[config.mk]
export PLATFORM = sky130hd
export DESIGN_NAME = multicycle_ctrl
export DESIGN_NICKNAME = d
export VERILOG_FILES = /design/src/rtl/ctrl_pkg.sv /design/src/rtl/multicycle_ctrl_opcode_classify.sv /design/src/rtl/multicycle_ctrl.sv
export SDC_FILE = /design/constraint.sdc
export NUM_CORES = 1
export LEC_CHECK = 0
export BUFFER_PORTS_ARGS = -buffer_cell sky130_fd_sc_hd__clkbuf_2
export CAP_MARGIN = 20
export CORE_ASPECT_RATIO = 0.6
export CORE_UTILIZATION = 35
export CTS_CLUSTER_SIZE = 14
export DETAILED_ROUTE_END_ITERATION = 8
export GPL_TIMING_DRIVEN = 0
export PLACE_DENSITY = 0.63
export SLEW_MARGIN = 20
export SYNTH_ARGS = -nofsm -noshare
export SYNTH_HDL_FRONTEND = slang
export SYNTH_SLANG_ARGS = --single-unit
export TNS_END_PERCENT = 30
[constraint.sdc]
create_clock -name clk -period 1.78 [get_ports clk]
set_input_delay 0.178 -clock clk [delete_from_list [all_inputs] [get_ports clk]]
set_output_delay 0.178 -clock clk [all_outputs]
set_load 0.05 [all_outputs]
[src/rtl/ctrl_pkg.sv]
// Shared encodings for the multicycle controller: opcodes, FSM states,
// instruction classes and the writeback/PC mux selects.
package ctrl_pkg;

  localparam logic [6:0] OP_R      = 7'b0110011;
  localparam logic [6:0] OP_IARITH = 7'b0010011;
  localparam logic [6:0] OP_LOAD   = 7'b0000011;
  localparam logic [6:0] OP_STORE  = 7'b0100011;
  localparam logic [6:0] OP_BRANCH = 7'b1100011;
  localparam logic [6:0] OP_JAL    = 7'b1101111;
  localparam logic [6:0] OP_JALR   = 7'b1100111;
  localparam logic [6:0] OP_LUI    = 7'b0110111;
  localparam logic [6:0] OP_AUIPC  = 7'b0010111;

  localparam logic [31:0] INSTR_NOP = 32'h0000_0013;

  typedef enum logic [2:0] {
    S_FETCH  = 3'd0,
    S_IWAIT  = 3'd1,
    S_DECODE = 3'd2,
    S_EXEC   = 3'd3,
    S_MEM    = 3'd4,
    S_MWAIT  = 3'd5,
    S_WB     = 3'd6,
    S_HALT   = 3'd7
  } state_t;

  typedef enum logic [3:0] {
    C_R, C_IARITH, C_LOAD, C_STORE, C_BRANCH,
    C_JAL, C_JALR, C_LUI, C_AUIPC, C_ILLEGAL
  } iclass_t;

  typedef enum logic [1:0] {
    WB_ALU = 2'd0,
    WB_MEM = 2'd1,
    WB_PC4 = 2'd2,
    WB_IMM = 2'd3
  } wb_sel_t;

  typedef enum logic [1:0] {
    PC_PLUS4 = 2'd0,
    PC_IMM   = 2'd1,
    PC_JALR  = 2'd2
  } pc_sel_t;

endpackage

[src/rtl/multicycle_ctrl_opcode_classify.sv]
// Combinational opcode decoder: maps instr[6:0] onto an instruction class.
module opcode_classify
  import ctrl_pkg::*;
(
  input  logic [6:0] opcode,
  output iclass_t    iclass
);

  always_comb begin
    iclass = C_ILLEGAL;
    case (opcode)
      OP_R:      iclass = C_R;
      OP_IARITH: iclass = C_IARITH;
      OP_LOAD:   iclass = C_LOAD;
      OP_STORE:  iclass = C_STORE;
      OP_BRANCH: iclass = C_BRANCH;
      OP_JAL:    iclass = C_JAL;
      OP_JALR:   iclass = C_JALR;
      OP_LUI:    iclass = C_LUI;
      OP_AUIPC:  iclass = C_AUIPC;
      default:   iclass = C_ILLEGAL;
    endcase
  end

endmodule

[src/rtl/multicycle_ctrl.sv]
// Multicycle fetch/decode/execute/memory/writeback controller.
// Define MULTICYCLE_CTRL_INSTRET_EN to build the retired-instruction counter.
module multicycle_ctrl
  import ctrl_pkg::*;
#(
  parameter bit ILLEGAL_HALT = 1'b1
) (
  input  logic        clk,
  input  logic        rst,
  output logic        imem_req_valid,
  input  logic        imem_req_ready,
  input  logic        imem_rsp_valid,
  input  logic [31:0] imem_rdata,
  output logic [31:0] instr,
  output logic        dmem_req_valid,
  input  logic        dmem_req_ready,
  output logic        dmem_we,
  input  logic        dmem_rsp_valid,
  input  logic        branch_cond,
  output logic        pc_we,
  output logic        rf_we,
  output logic        alu_src_imm,
  output logic [1:0]  wb_sel,
  output logic [1:0]  pc_sel,
  output logic        halted,
  output logic [2:0]  state_dbg,
  output logic [31:0] instret
);

  state_t  state, state_nxt;
  iclass_t iclass;
  logic    bcond_p1;
  logic    uses_imm;
  logic    is_mem;

  opcode_classify u_classify (
    .opcode (instr[6:0]),
    .iclass (iclass)
  );

  assign uses_imm  = (iclass != C_R) && (iclass != C_BRANCH);
  assign is_mem    = (iclass == C_LOAD) || (iclass == C_STORE);
  assign state_dbg = state;

  always_ff @(posedge clk) begin
    if (rst) begin
      state    <= S_FETCH;
      instr    <= INSTR_NOP;
      bcond_p1 <= 1'b0;
    end else begin
      state <= state_nxt;
      if (state == S_IWAIT && imem_rsp_valid) instr <= imem_rdata;
      if (state == S_EXEC) bcond_p1 <= branch_cond;
    end
  end

  always_comb begin
    state_nxt      = state;
    imem_req_valid = 1'b0;
    dmem_req_valid = 1'b0;
    dmem_we        = 1'b0;
    pc_we          = 1'b0;
    rf_we          = 1'b0;
    alu_src_imm    = 1'b0;
    wb_sel         = WB_ALU;
    pc_sel         = PC_PLUS4;
    halted         = 1'b0;
    case (state)
      S_FETCH: begin
        // Held low while rst is high so every output reads 0 during reset.
        imem_req_valid = !rst;
        if (imem_req_ready) state_nxt = S_IWAIT;
      end
      S_IWAIT: if (imem_rsp_valid) state_nxt = S_DECODE;
      S_DECODE: begin
        if (iclass == C_ILLEGAL) state_nxt = ILLEGAL_HALT ? S_HALT : S_WB;
        else                     state_nxt = S_EXEC;
      end
      S_EXEC: begin
        alu_src_imm = uses_imm;
        state_nxt   = is_mem ? S_MEM : S_WB;
      end
      S_MEM: begin
        alu_src_imm    = uses_imm;
        dmem_req_valid = 1'b1;
        dmem_we        = (iclass == C_STORE);
        if (dmem_req_ready) state_nxt = S_MWAIT;
      end
      S_MWAIT: begin
        alu_src_imm = uses_imm;
        if (dmem_rsp_valid) state_nxt = S_WB;
      end
      S_WB: begin
        alu_src_imm = uses_imm;
        pc_we       = 1'b1;
        state_nxt   = S_FETCH;
        case (iclass)
          C_R, C_IARITH, C_AUIPC: rf_we = 1'b1;
          C_LOAD:   begin rf_we = 1'b1; wb_sel = WB_MEM; end
          C_JAL:    begin rf_we = 1'b1; wb_sel = WB_PC4; pc_sel = PC_IMM; end
          C_JALR:   begin rf_we = 1'b1; wb_sel = WB_PC4; pc_sel = PC_JALR; end
          C_LUI:    begin rf_we = 1'b1; wb_sel = WB_IMM; end
          C_BRANCH: if (bcond_p1) pc_sel = PC_IMM;
          default:  ;
        endcase
      end
      S_HALT: halted = 1'b1;
      default: state_nxt = S_FETCH;
    endcase
  end

`ifdef MULTICYCLE_CTRL_INSTRET_EN
  logic [31:0] instret_q;

  always_ff @(posedge clk) begin
    if (rst)                instret_q <= '0;
    else if (state == S_WB) instret_q <= instret_q + 32'd1;
  end

  assign instret = instret_q;
`else
  assign instret = '0;
`endif

endmodule

==> After elaboration in Yosys (flattened, before gate mapping) <==
Index checks and enable logic that the tools add are counted.
{ "classes": {"n_eq_ne": 30, "n_mux": 21, "reduce_logical": 12} }
{ "op_table": {"columns": ["op", "n"], "rows": [
  ["case mux 4 bit (9 select lines)", 1],
  ["== test 7 x 6 -> 1 bit, second input constant", 3],
  ["== test 7 bit, second input constant", 3],
  ["case mux 3 bit (7 select lines)", 1],
  ["== test 4 x 3 -> 1 bit, second input constant", 4],
  ["2-to-1 mux 3 bit", 5],
  ["== test 7 x 5 -> 1 bit, second input constant", 2],
  ["== test 3 bit, second input constant", 4],
  ["case mux 2 bit (3 select lines)", 2],
  ["2-to-1 mux 1 bit", 9],
  ["== test 4 x 2 -> 1 bit, second input constant", 2],
  ["== test 4 bit, second input constant", 2],
  ["inequality test 2 bit, second input constant", 4],
  ["== test 7 x 2 -> 1 bit, second input constant", 1],
  ["nonzero test 7 bit", 1],
  ["OR reduction 7 bit", 1],
  ["== test 3 x 2 -> 1 bit, second input constant", 2],
  ["2-to-1 mux 2 bit", 3],
  ["AND reduction 5 bit", 1],
  ["== test 4 x 1 -> 1 bit, second input constant", 1],
  ["zero test 4 bit", 1],
  ["inequality test 4 x 3 -> 1 bit, second input constant", 1],
  ["nonzero test 4 bit", 1],
  ["OR reduction 4 bit", 1],
  ["other kinds (6)", 7]
]} }
{ "word_totals": {"ff_bits": 36, "input_bits": 39, "out_inout_bits": 78, "word_cells": 66} }

==> Depth between registers and ports, before layout <==
{ "depth": {"word_depth": 6, "ltp_mapped": 6, "depth_no_buf": 4} }

==> Cells and area by module <==
A second synthesis with hierarchy kept.
{ "unflattened": {"hier_cells": 245, "area_unflattened_um2": 2080.7} }
{ "modules_own_cells": {"columns": ["mod", "n_inst", "cells_per_inst", "area_per_inst_um2", "seq_area_each_um2"], "rows": [
  ["multicycle_ctrl", 1, 225, 1944.4, 720.7],
  ["opcode_classify", 1, 20, 136.4, 0.0]
]} }

==> Worst setup path before layout <==
OpenSTA, ideal clock, no wires.
{ "synth_path": {"path_kind": "flip-flop to output port", "start": "register instr[4]", "end": "output wb_sel[0]", "arrival_ps": 2303, "required_time_ps": 1602, "setup_slack_ps": -701, "path_stages_with_launch": 6, "n_path_buf": 1, "path_cell_list": "dfxtp_1 buf_6 nor3b_1 o211ai_1 a31oi_1 mux2i_1"} }
{ "synth_between": {"elab_chain_len": 6, "elab_cells_between_ends": 17, "cone_classes": "13 x eq/ne; 3 x mux; 1 x reduce/logical"} }
{ "synth_rtl": {"columns": ["item", "line", "rtl"], "rows": [
  ["from (decl)", "multicycle_ctrl.sv:14", "output logic [31:0] instr,"],
  ["from (signal assigned)", "multicycle_ctrl.sv:52", "if (state == S_IWAIT && imem_rsp_valid) instr <= imem_rdata;"],
  ["== test 7 x 5 -> 1 bit, or another cell as far along", "multicycle_ctrl_opcode_classify.sv:11", "case (opcode)"],
  ["case mux 4 bit (9 select lines) (*)", "multicycle_ctrl_opcode_classify.sv:11", null],
  ["== test 4 x 3 -> 1 bit", "multicycle_ctrl.sv:97", "case (iclass)"],
  ["OR reduction 2 bit (no line)", null, null],
  ["case mux 2 bit (3 select lines) (*)", "multicycle_ctrl.sv:97", null],
  ["2-to-1 mux 2 bit (*)", "multicycle_ctrl.sv:68", "case (state)"],
  ["to (decl)", "multicycle_ctrl.sv:23", "output logic [1:0] wb_sel,"]
]} }
Every way passes the cells marked *; elsewhere a longest branch is shown, timed or not.

==> Worst setup path in the final report <==
{ "layout_path": {"start": "register instr[6]", "end": "output rf_we"} }
{ "layout_between": {"elab_chain_len": 6, "elab_cells_between_ends": 20, "cone_classes": "15 x eq/ne; 3 x mux; 2 x reduce/logical"} }
{ "layout_rtl": {"columns": ["item", "line", "rtl"], "rows": [
  ["== test 7 x 5 -> 1 bit, or another cell as far along", "multicycle_ctrl_opcode_classify.sv:11", null],
  ["case mux 4 bit (9 select lines) (*)", "multicycle_ctrl_opcode_classify.sv:11", null],
  ["== test 4 x 2 -> 1 bit, or another cell as far along", "multicycle_ctrl.sv:97", null],
  ["OR reduction 7 bit (no line) (*)", null, null],
  ["2-to-1 mux 1 bit (*)", "multicycle_ctrl.sv:97", null],
  ["2-to-1 mux 1 bit (*)", "multicycle_ctrl.sv:68", null],
  ["to (decl)", "multicycle_ctrl.sv:21", "output logic rf_we,"]
]} }
Marks and branches as above.

==> metrics.txt <==
Finished Core Util=between 50% and 60%; Rel. slew slack=66.1%; synth cell count leaders=70 x nand2_1, 36 x dfxtp_1, 33 x a21oi_1; Port-buffer cells=between 80 and 90; worst slew pin tran=0.508 ns; Mapped Area=2010 sq um; hold crit path type=in -> reg; drt drc=0; 1st-pass router iterations=4; Hold Crit Endpoint=instr[3]; status=finished, violations left; Die W=99.7 um; FF+latch count, synth=36; VDD IR max=about 0.46 mV; Post-synth EDFFs=0; FF-to-FF path depth=5; clock skew=0.00924 ns; post-route antenna net violation count=0; I/O pin cnt=about 120; Syn Inst Count=261; root buf cell=clkbuf_8; failing checks=negative setup slack; wire length per cell=11.3 um; GR Util All Layers=18.3%; diode count=0; clk sinks=36; Startpoint Class=flop; drt initial violations=55; first-pass GRT wire length=8410 um; synthesis-to-finish area growth=47.9%; hold path startpoint=imem_rdata[3]; slack of the worst reg-to-reg path=0.30 ns; max-slew violations=0; Yosys top cell area share=35.9%; final setup margin=-0.375 ns; CTS tree=built; most instantiated library cell after synthesis=nand2_1; fin crit share=121%; Die Y=between 60 and 70 um; Placer Congestion=0.835; initial antenna violation count=0; Achievable Freq=464 MHz; min Tclk post-route=~2.2 ns; Final setup viols=6; sequential share of the synthesized area=35.9%; Detailed Route WL=between 5000 and 6000 um; H-tree Lvls=2; RSZ-0062 raised after global routing=true; Vias=2006; Reg-to-Reg Start=instr[2]; Max Cap Violations=0; top cells by area, synth=dfxtp_1 36%, nand2_1 13%, buf_4 12%, a21oi_1 8.2%, clkbuf_8 2.7%; detailed placer's ending HPWL=4020 um; Layout Cells excl Fill=approximately 470; Syn Area/Cell=about 7.7 sq um; r2r endpoint=state_dbg[2]; clk slew on worst S/H paths=0.07 ns; hold path depth=3; endpoint class of the critical path=primary output; die area=6050 sq um; core region area=5280 sq um; Pleak=0.00142 uW; Worst Path Max Fanout=4; via density per instance=~4.3; post-synthesis async set-or-reset flop share=0%; Pwr Density=approximately 820 nW/um^2; nets=about 430; clock buffer depth=2; pin count of the biggest net entering global routing=12; vias in the first global route=approximately 1700; worst path arrival time=1.98 ns; share of layout cells above drive strength 1=43.5%; Yosys cell types=43; critical path class=reg -> out; ys flop type=dfxtp_1; placed cells=~450; row count=20; Power Total=roughly 2400 uW; global route overflow=0; CTS buffer count=5; clk_lat worst skew=about 0.28 ns; Hold Fails Final Rpt=0; worst path required time=1.60 ns; Synth warnings=0; Initial Util=38.0%; Synth area leader=dfxtp_1
==> metal layers <==
layer  global-route usage (%)  share of wire, %  wire (um)
met5                        0                 0          0
met4                     3.15              0.60         32
met3                     7.95               7.6        404
met2                     25.8                41       2160
met1                     25.9                51       2710
==> area by class of cell <==
class                   count  area (sq um)
plain buffers              50           368
clock buffers               7          86.3
clock inverters             1          7.51
fillers                   520          2310
inverters                   6          26.3
multi-input cells         199          1100
flip-flops and latches     36           741
well taps                  77          96.3
repair buffers             92           544
==> flip-flops by register name, indices dropped and copies added (netlist names) <==
signal,flops
instr,32
bcond_p1,1
state_dbg,3
==> logic make-up after synthesis <==
group	share of synthesized area (%)
xor gates and xnor gates	1.75
AOI/OAI and AO/OA	16.4
other	0.187
adders and majority gates	0.499
DFF	35.9
and+or+nand+nor	24.8
muxes	0.499
buffers and inverters	20.0
==> through the flow <==
| stage | instance area [sq um] | hold WS (ns) | setup WS, ns | TNS, ns |
|---|---|---|---|---|
| after floorplan | 2200 | 0.302 | -0.193 | -0.661 |
| after global placement | 2720 | 0.393 | -0.258 | -0.984 |
| after detailed placement | 2720 | 0.395 | -0.279 | -1.03 |
| after CTS | 2920 | 0.0878 | -0.413 | -1.89 |
| after global routing | 2970 | 0.0803 | -0.451 | -2.32 |
| final | 2970 | 0.0986 | -0.375 | -1.81 |
==> worst max path at each step <==
stage | cells after the start | endpoint | from | slack, ns
3_5_place_dp | 6 | wb_sel[0] | instr[3] | -0.28
4_1_cts | 5 | wb_sel[0] | instr[4] | -0.41
6_report | 6 | rf_we | instr[6] | -0.37
3_3_place_gp | 6 | wb_sel[0] | instr[3] | -0.26
2_1_floorplan | 5 | wb_sel[0] | instr[4] | -0.19
5_1_grt | 6 | rf_we | instr[6] | -0.45
==> worst max-delay path, stage by stage, from the launching register on <==
cell	delay, ns
dfxtp_4	0.37
or3b_4	0.39
a311oi_4	0.39
buf_4	0.18
o21a_4	0.12
a31o_4	0.10
clkbuf_16	0.15
==> what timing repair did <==
action,CTS,global route
pin swaps,3,4
endpoints found under the setup margin,7,7
hold buffers,0,0
setup buffers,6,2
gates resized for setup,16,13
==> cells in the final DEF (no fill, tap or decap), types with 3 or more instances in the layout <==
cell type   n
a21oi_1    33
clkbuf_8   11
dfxtp_1    26
buf_2       4
nand2b_1    3
nor2_1     10
dfxtp_2     7
nand3b_1    7
inv_1       5
clkbuf_1    9
dfxtp_4     3
xor2_1      3
nand2_1    70
buf_6       4
clkbuf_2   77
conb_1     32
buf_4      40
==> report_power, final <==
| group | switching (uW) | leakage (uW) | internal [uW] | total (uW) |
|---|---|---|---|---|
| sequential | 40.6 | 0.000295 | 861 | 902 |
| combinational | 635 | 0.00108 | 284 | 919 |
| clock | 286 | 0.0000445 | 314 | 600 |
| total | 962 | 0.00142 | 1460 | 2420 |
No activity file was read; power rests on OpenSTA's default activity.
